`src/rtl/sensor_adc_sequencer.sv`:
```
// Power / settle / read / convert sequencer between the adapter and the sens_*/adc_* pins.
// Optional: define SENSOR_ADC_SEQ_OVERSAMPLE_EN to average four conversions per measurement.
module sensor_adc_sequencer #(
  parameter int SETTLE_TICKS  = 64,
  parameter int READ_TICKS    = 4,
  parameter int TIMEOUT_TICKS = 4096
) (
  input  logic        clk,
  input  logic        rst_n,
  input  logic        start,
  input  logic        abort,
  input  logic [2:0]  config_in,
  output logic        busy,
  output logic        done,
  output logic        timeout,
  output logic [15:0] result,
  output logic [2:0]  sens_config,
  output logic        sens_enable,
  output logic        sens_read,
  output logic        adc_enable,
  output logic        adc_read,
  input  logic        adc_conversion_complete,
  input  logic [15:0] adc_value
);

  localparam int MAX_SR = (SETTLE_TICKS > READ_TICKS) ? SETTLE_TICKS : READ_TICKS;
  localparam int MAX_P  = (MAX_SR > TIMEOUT_TICKS) ? MAX_SR : TIMEOUT_TICKS;
  localparam int CW     = $clog2(MAX_P) + 1;

  localparam logic [CW-1:0] ONE       = CW'(1);
  localparam logic [CW-1:0] SETTLE_C  = CW'(SETTLE_TICKS);
  localparam logic [CW-1:0] READ_C    = CW'(READ_TICKS);
  localparam logic [CW-1:0] TIMEOUT_C = CW'(TIMEOUT_TICKS);

  typedef enum logic [1:0] {IDLE, POWER_UP, SAMPLE, CONVERT} state_t;

  state_t        state, state_next;
  logic [CW-1:0] cnt, cnt_next;
  logic [15:0]   result_next;
  logic [2:0]    config_next;
  logic          done_next, timeout_next;

`ifdef SENSOR_ADC_SEQ_OVERSAMPLE_EN
  logic [17:0] acc, acc_next, sum;
  logic [1:0]  round, round_next;
`endif

  always_comb begin
    state_next   = state;
    cnt_next     = cnt;
    result_next  = result;
    config_next  = sens_config;
    done_next    = 1'b0;
    timeout_next = 1'b0;
`ifdef SENSOR_ADC_SEQ_OVERSAMPLE_EN
    acc_next   = acc;
    round_next = round;
    sum        = acc + {2'b00, adc_value};
`endif
    case (state)
      IDLE: begin
        if (start && !abort) begin
          state_next  = POWER_UP;
          cnt_next    = ONE;
          config_next = config_in;
`ifdef SENSOR_ADC_SEQ_OVERSAMPLE_EN
          acc_next   = '0;
          round_next = '0;
`endif
        end
      end
      POWER_UP: begin
        if (cnt == SETTLE_C) begin
          state_next = SAMPLE;
          cnt_next   = ONE;
        end else begin
          cnt_next = cnt + ONE;
        end
      end
      SAMPLE: begin
        if (cnt == READ_C) begin
          state_next = CONVERT;
          cnt_next   = ONE;
        end else begin
          cnt_next = cnt + ONE;
        end
      end
      CONVERT: begin
        // cnt == 1 marks the trigger cycle, where a stale completion flag is ignored
        if (cnt != ONE && adc_conversion_complete) begin
`ifdef SENSOR_ADC_SEQ_OVERSAMPLE_EN
          acc_next = sum;
          if (round == 2'd3) begin
            result_next = sum[17:2];
            done_next   = 1'b1;
            state_next  = IDLE;
            cnt_next    = '0;
          end else begin
            round_next = round + 2'd1;
            state_next = SAMPLE;
            cnt_next   = ONE;
          end
`else
          result_next = adc_value;
          done_next   = 1'b1;
          state_next  = IDLE;
          cnt_next    = '0;
`endif
        end else if (cnt == TIMEOUT_C) begin
          timeout_next = 1'b1;
          state_next   = IDLE;
          cnt_next     = '0;
        end else begin
          cnt_next = cnt + ONE;
        end
      end
      default: begin
        state_next = IDLE;
        cnt_next   = '0;
      end
    endcase
    if (abort && state != IDLE) begin
      state_next   = IDLE;
      cnt_next     = '0;
      result_next  = result;
      done_next    = 1'b0;
      timeout_next = 1'b0;
    end
  end

  // Pin outputs are registered from the next state so they line up with the state register.
  always_ff @(posedge clk or negedge rst_n) begin
    if (!rst_n) begin
      state       <= IDLE;
      cnt         <= '0;
      result      <= '0;
      sens_config <= '0;
      done        <= 1'b0;
      timeout     <= 1'b0;
      busy        <= 1'b0;
      sens_enable <= 1'b0;
      adc_enable  <= 1'b0;
      sens_read   <= 1'b0;
      adc_read    <= 1'b0;
`ifdef SENSOR_ADC_SEQ_OVERSAMPLE_EN
      acc         <= '0;
      round       <= '0;
`endif
    end else begin
      state       <= state_next;
      cnt         <= cnt_next;
      result      <= result_next;
      sens_config <= config_next;
      done        <= done_next;
      timeout     <= timeout_next;
      busy        <= (state_next != IDLE);
      sens_enable <= (state_next != IDLE);
      adc_enable  <= (state_next != IDLE);
      sens_read   <= (state_next == SAMPLE);
      adc_read    <= (state == SAMPLE) && (state_next == CONVERT);
`ifdef SENSOR_ADC_SEQ_OVERSAMPLE_EN
      acc         <= acc_next;
      round       <= round_next;
`endif
    end
  end

endmodule

```
`config.mk`:
```
export PLATFORM = sky130hd
export DESIGN_NAME = sensor_adc_sequencer
export DESIGN_NICKNAME = d
export VERILOG_FILES = /design/src/rtl/sensor_adc_sequencer.sv
export SDC_FILE = /design/constraint.sdc
export NUM_CORES = 1
export LEC_CHECK = 0
export CORE_MARGIN = 2
export CORE_UTILIZATION = 44
export DETAILED_ROUTE_END_ITERATION = 16
export PLACE_DENSITY_LB_ADDON = 0.08
export SETUP_SLACK_MARGIN = 0.3
export SYNTH_ARGS = -nofsm -noshare
export SYNTH_HDL_FRONTEND = slang
export SYNTH_SLANG_ARGS = --single-unit
```
`constraint.sdc`:
```
create_clock -name clk -period 2.1 [get_ports clk]
set_input_delay 0.63 -clock clk [delete_from_list [all_inputs] [get_ports clk]]
set_output_delay 0.63 -clock clk [all_outputs]
set_load 0.005 [all_outputs]
```
==> impl_metrics.csv <==
group,metric,value,unit
sta,skew,0.00898,ns
placement,place_hpwl,3170,um
synthesis,yosysTopAreaCellShare,50.6,%
sta,holdWs,0.254,ns
worst_setup_path,required,2.28,ns
layout,fin_util,70.5,%
layout,syn_to_final_growth,57.0,%
worst_setup_path,worstPathCellList,"inv_2, ha_4, or4b_4, o41a_1, a2bb2oi_2, a21oi_2, buf_12, and3_1, a221o_1",
floorplanning,fp.dieH,70.2,um
global_routing,grt_pass1_wl,8300,um
sta,max_slew_margin,72.7,%
sta,min_period,2.35,ns
power,p_comb_share,15.6,%
worst_setup_path,worstSetupPathType,"reg2reg",
synthesis,ys.flop_type,"dfrtp_1",
synthesis,synthTopCellsByArea,"dfrtp_1 (51%), mux2_2 (11%), a22o_1 (4.1%)",
power,power.switching,0.394,mW
route,drt_iter0_markers,42,
power,finalPower,1.67,mW
sta,worst_slack,-0.248,ns
outcome,status,"complete, but fails checks",
floorplanning,die_area,0.00493,mm2
clock_tree,cts_root_buf,"clkbuf_8",
worst_setup_path,reg2reg_from,"cnt[0]",
synthesis,synth-seq-cells,39,
worst_setup_path,crit_slowest_cell,"or4b_4",
placement,io_buffers,49,
synthesis,yosysUniqueCellTypes,42,
route,ant_nets,0,
worst_setup_path,cp-start-kind,"flop",
power,switching_share,23.6,%
clock_tree,cts_buffer_depth,2,
worst_setup_path,arrival,2.53,ns
synthesis,synth_commonest_cells,"dfrtp_1 (39), mux2_2 (19), nor2_1 (13)",
global_routing,grt_max_degree,20,
global_routing,grt_use_total,21.4,%
power,powerDensity,553,mW/mm2
worst_setup_path,critPathMaxFanout,15,
floorplanning,start_util,44.9,%
worst_setup_path,r2r_setup_slack,-0.25,ns
clock_tree,cts.htree.levels,2,
floorplanning,chipWidth,70.2,um
placement,gp_congestion,0.907,
route,first_pass_iters,4,
sta,min_period_over_period,112,%
power,p_leak,1.74,nW
worst_setup_path,reg2reg_depth,9,
sta,final_hold_viol_count,0,
synthesis,yosysMostFrequentCell,"dfrtp_1",
synthesis,syn_inst,166,
layout,layout-drive-gt1-share,34.1,%
route,via_per_inst,5.27,
clock_tree,cts_sinks,39,
global_routing,antenna_found_initial,0,
route,wire_per_inst,15.5,um
synthesis,synth.net_count,193,
layout,nNetsFinal,284,
flow_run,maxCapViolations,0,
sta,max_freq,0.426,GHz
global_routing,grt_pass1_vias,1723,
route,routed_wl,4820,um
clock_tree,cts_tree,"built",
synthesis,async_reset_ff_share,100,%
floorplanning,ios,50,
sta,setup_viol,31,
route,vias,1633,
synthesis,seq_area_frac_synth,50.6,%
worst_setup_path,crit_path_end_kind,"flop",
sta,setup_tns,-4.98,ns
clock_tree,hold_buffers,0,
floorplanning,core,0.00429,mm2
clock_tree,clk_latency,0.30,ns
outcome,violations,"setup timing",
sta,final-max-slew-violation-count,0,
power,seqPwrFrac,46.8,%
synthesis,syn-cell-area,0.00193,mm2
worst_setup_path,reg2reg_to,"cnt[12]",
route,drc,0,
clock_tree,path_clk_slew,0.08,ns
power,internal_power,1.28,mW
worst_setup_path,critPathMaxStageDelay,0.46,ns
sta,worst-slew-pin-transition,0.409,ns
synthesis,yosysTopAreaCell,"dfrtp_1",
synthesis,synth-edff-count,0,
global_routing,grt_overflow_total,0,
power,power_frac_clock,37.6,%
layout,n_antenna_cell,0,
clock_tree,cts_buffers,5,
synthesis,syn_area_per_cell,11.6,um2
power,peakVddDrop,0.347,mV
floorplanning,row_count,24,
sta,grt_setup_unrepaired,"true",
synthesis,ys_warn_count,0,
hold_path,hold_class,"in2async",
==> critical path, delay by kind of cell (launching register included) <==
family,cells,cell delay (ns)
adders and majority gates,1,0.13
and+or+nand+nor,2,0.61
AOI/OAI and AO/OA,4,0.85
buffers and inverters,2,0.24
DFF,1,0.40
==> flip-flops by register name (all words and copies together), names as in the netlist <==
signal,count
result,16
cnt,13
sens_config,3
state,2
adc_enable,1
adc_read,1
done,1
sens_read,1
timeout,1
==> cells in the final DEF (no fill, tap or decap), types with 4 or more instances in the layout <==
cell type        Yosys  final
nor2_1              13     13
clkdlybuf4s50_1      0     27
nand3_1              7      7
a22o_1               9      9
dfrtp_1             39     39
dlymetal6s2s_1       0     20
clkbuf_8             0      5
a21oi_2              1      4
nand2_1              5      5
inv_1                8      6
a21o_1               4      4
mux2_2              19     19
buf_4                2     35
nand2b_1             4      4
buf_6                1      4
and3_1               6      6
==> power groups by stage <==
stage	sequential, mW	combinational [mW]	clock [mW]
2_1_floorplan	0.800	0.0971	0
3_3_place_gp	0.797	0.222	0
3_5_place_dp	0.799	0.228	0
4_1_cts	0.783	0.254	0.641
5_1_grt	0.788	0.285	0.677
6_report	0.784	0.261	0.630
==> final cells by class <==
| cell class | instances | area, um2 |
|---|---|---|
| multi-input cells | 111 | 911 |
| repair buffers | 92 | 935 |
| inverters | 8 | 30.0 |
| well taps | 52 | 65.1 |
| clock inverters | 3 | 43.8 |
| flip-flops and latches | 39 | 976 |
| fillers | 319 | 1260 |
| clock buffers | 5 | 68.8 |
==> per-layer routing <==
metal  vias to the layer above  part of all wire (%)  track usage, %
met2                        32                    51            36.5
met1                       816                    43            26.8
met5                         -                     0               0
met3                         6                   4.2            5.77
met4                         0                   1.2            5.98
li1                        779                     -               -
==> worst max-delay path by stage <==
stage	endpoint	from	depth (start not counted)	slack, ns
6_report	cnt[12]	cnt[0]	9	-0.25
5_1_grt	cnt[12]	cnt[0]	9	-0.34
4_1_cts	cnt[12]	cnt[0]	9	-0.28
3_5_place_dp	cnt[12]	cnt[1]	9	-0.29
3_3_place_gp	cnt[12]	cnt[0]	9	-0.18
2_1_floorplan	cnt[9]	cnt[5]	7	-0.08
==> kinds of logic after synthesis <==
family	count (synthesis)	synth area share, %
buf+inv	16	4.80
simple gates	57	17.1
fa+ha+maj	3	1.95
xor+xnor	3	1.36
compound gates	27	12.1
flops	39	50.6
mux	21	12.1
==> stage by stage <==
step                std cells  instance area, um2  setup slack (ns)
detailed placement        284                2650            -0.291
global route              310                3030            -0.340
global placement          284                2650            -0.185
floorplan                 166                1950           -0.0810
CTS                       303                2900            -0.280
finish                    310                3030            -0.248
==> timing repair <==
action,CTS,global route
gates resized for setup,9,28
gates cloned,2,0
buffers inserted,9,7
pin swaps,2,0
setup endpoints to repair,35,59
Power figures use the tool's default switching activity.
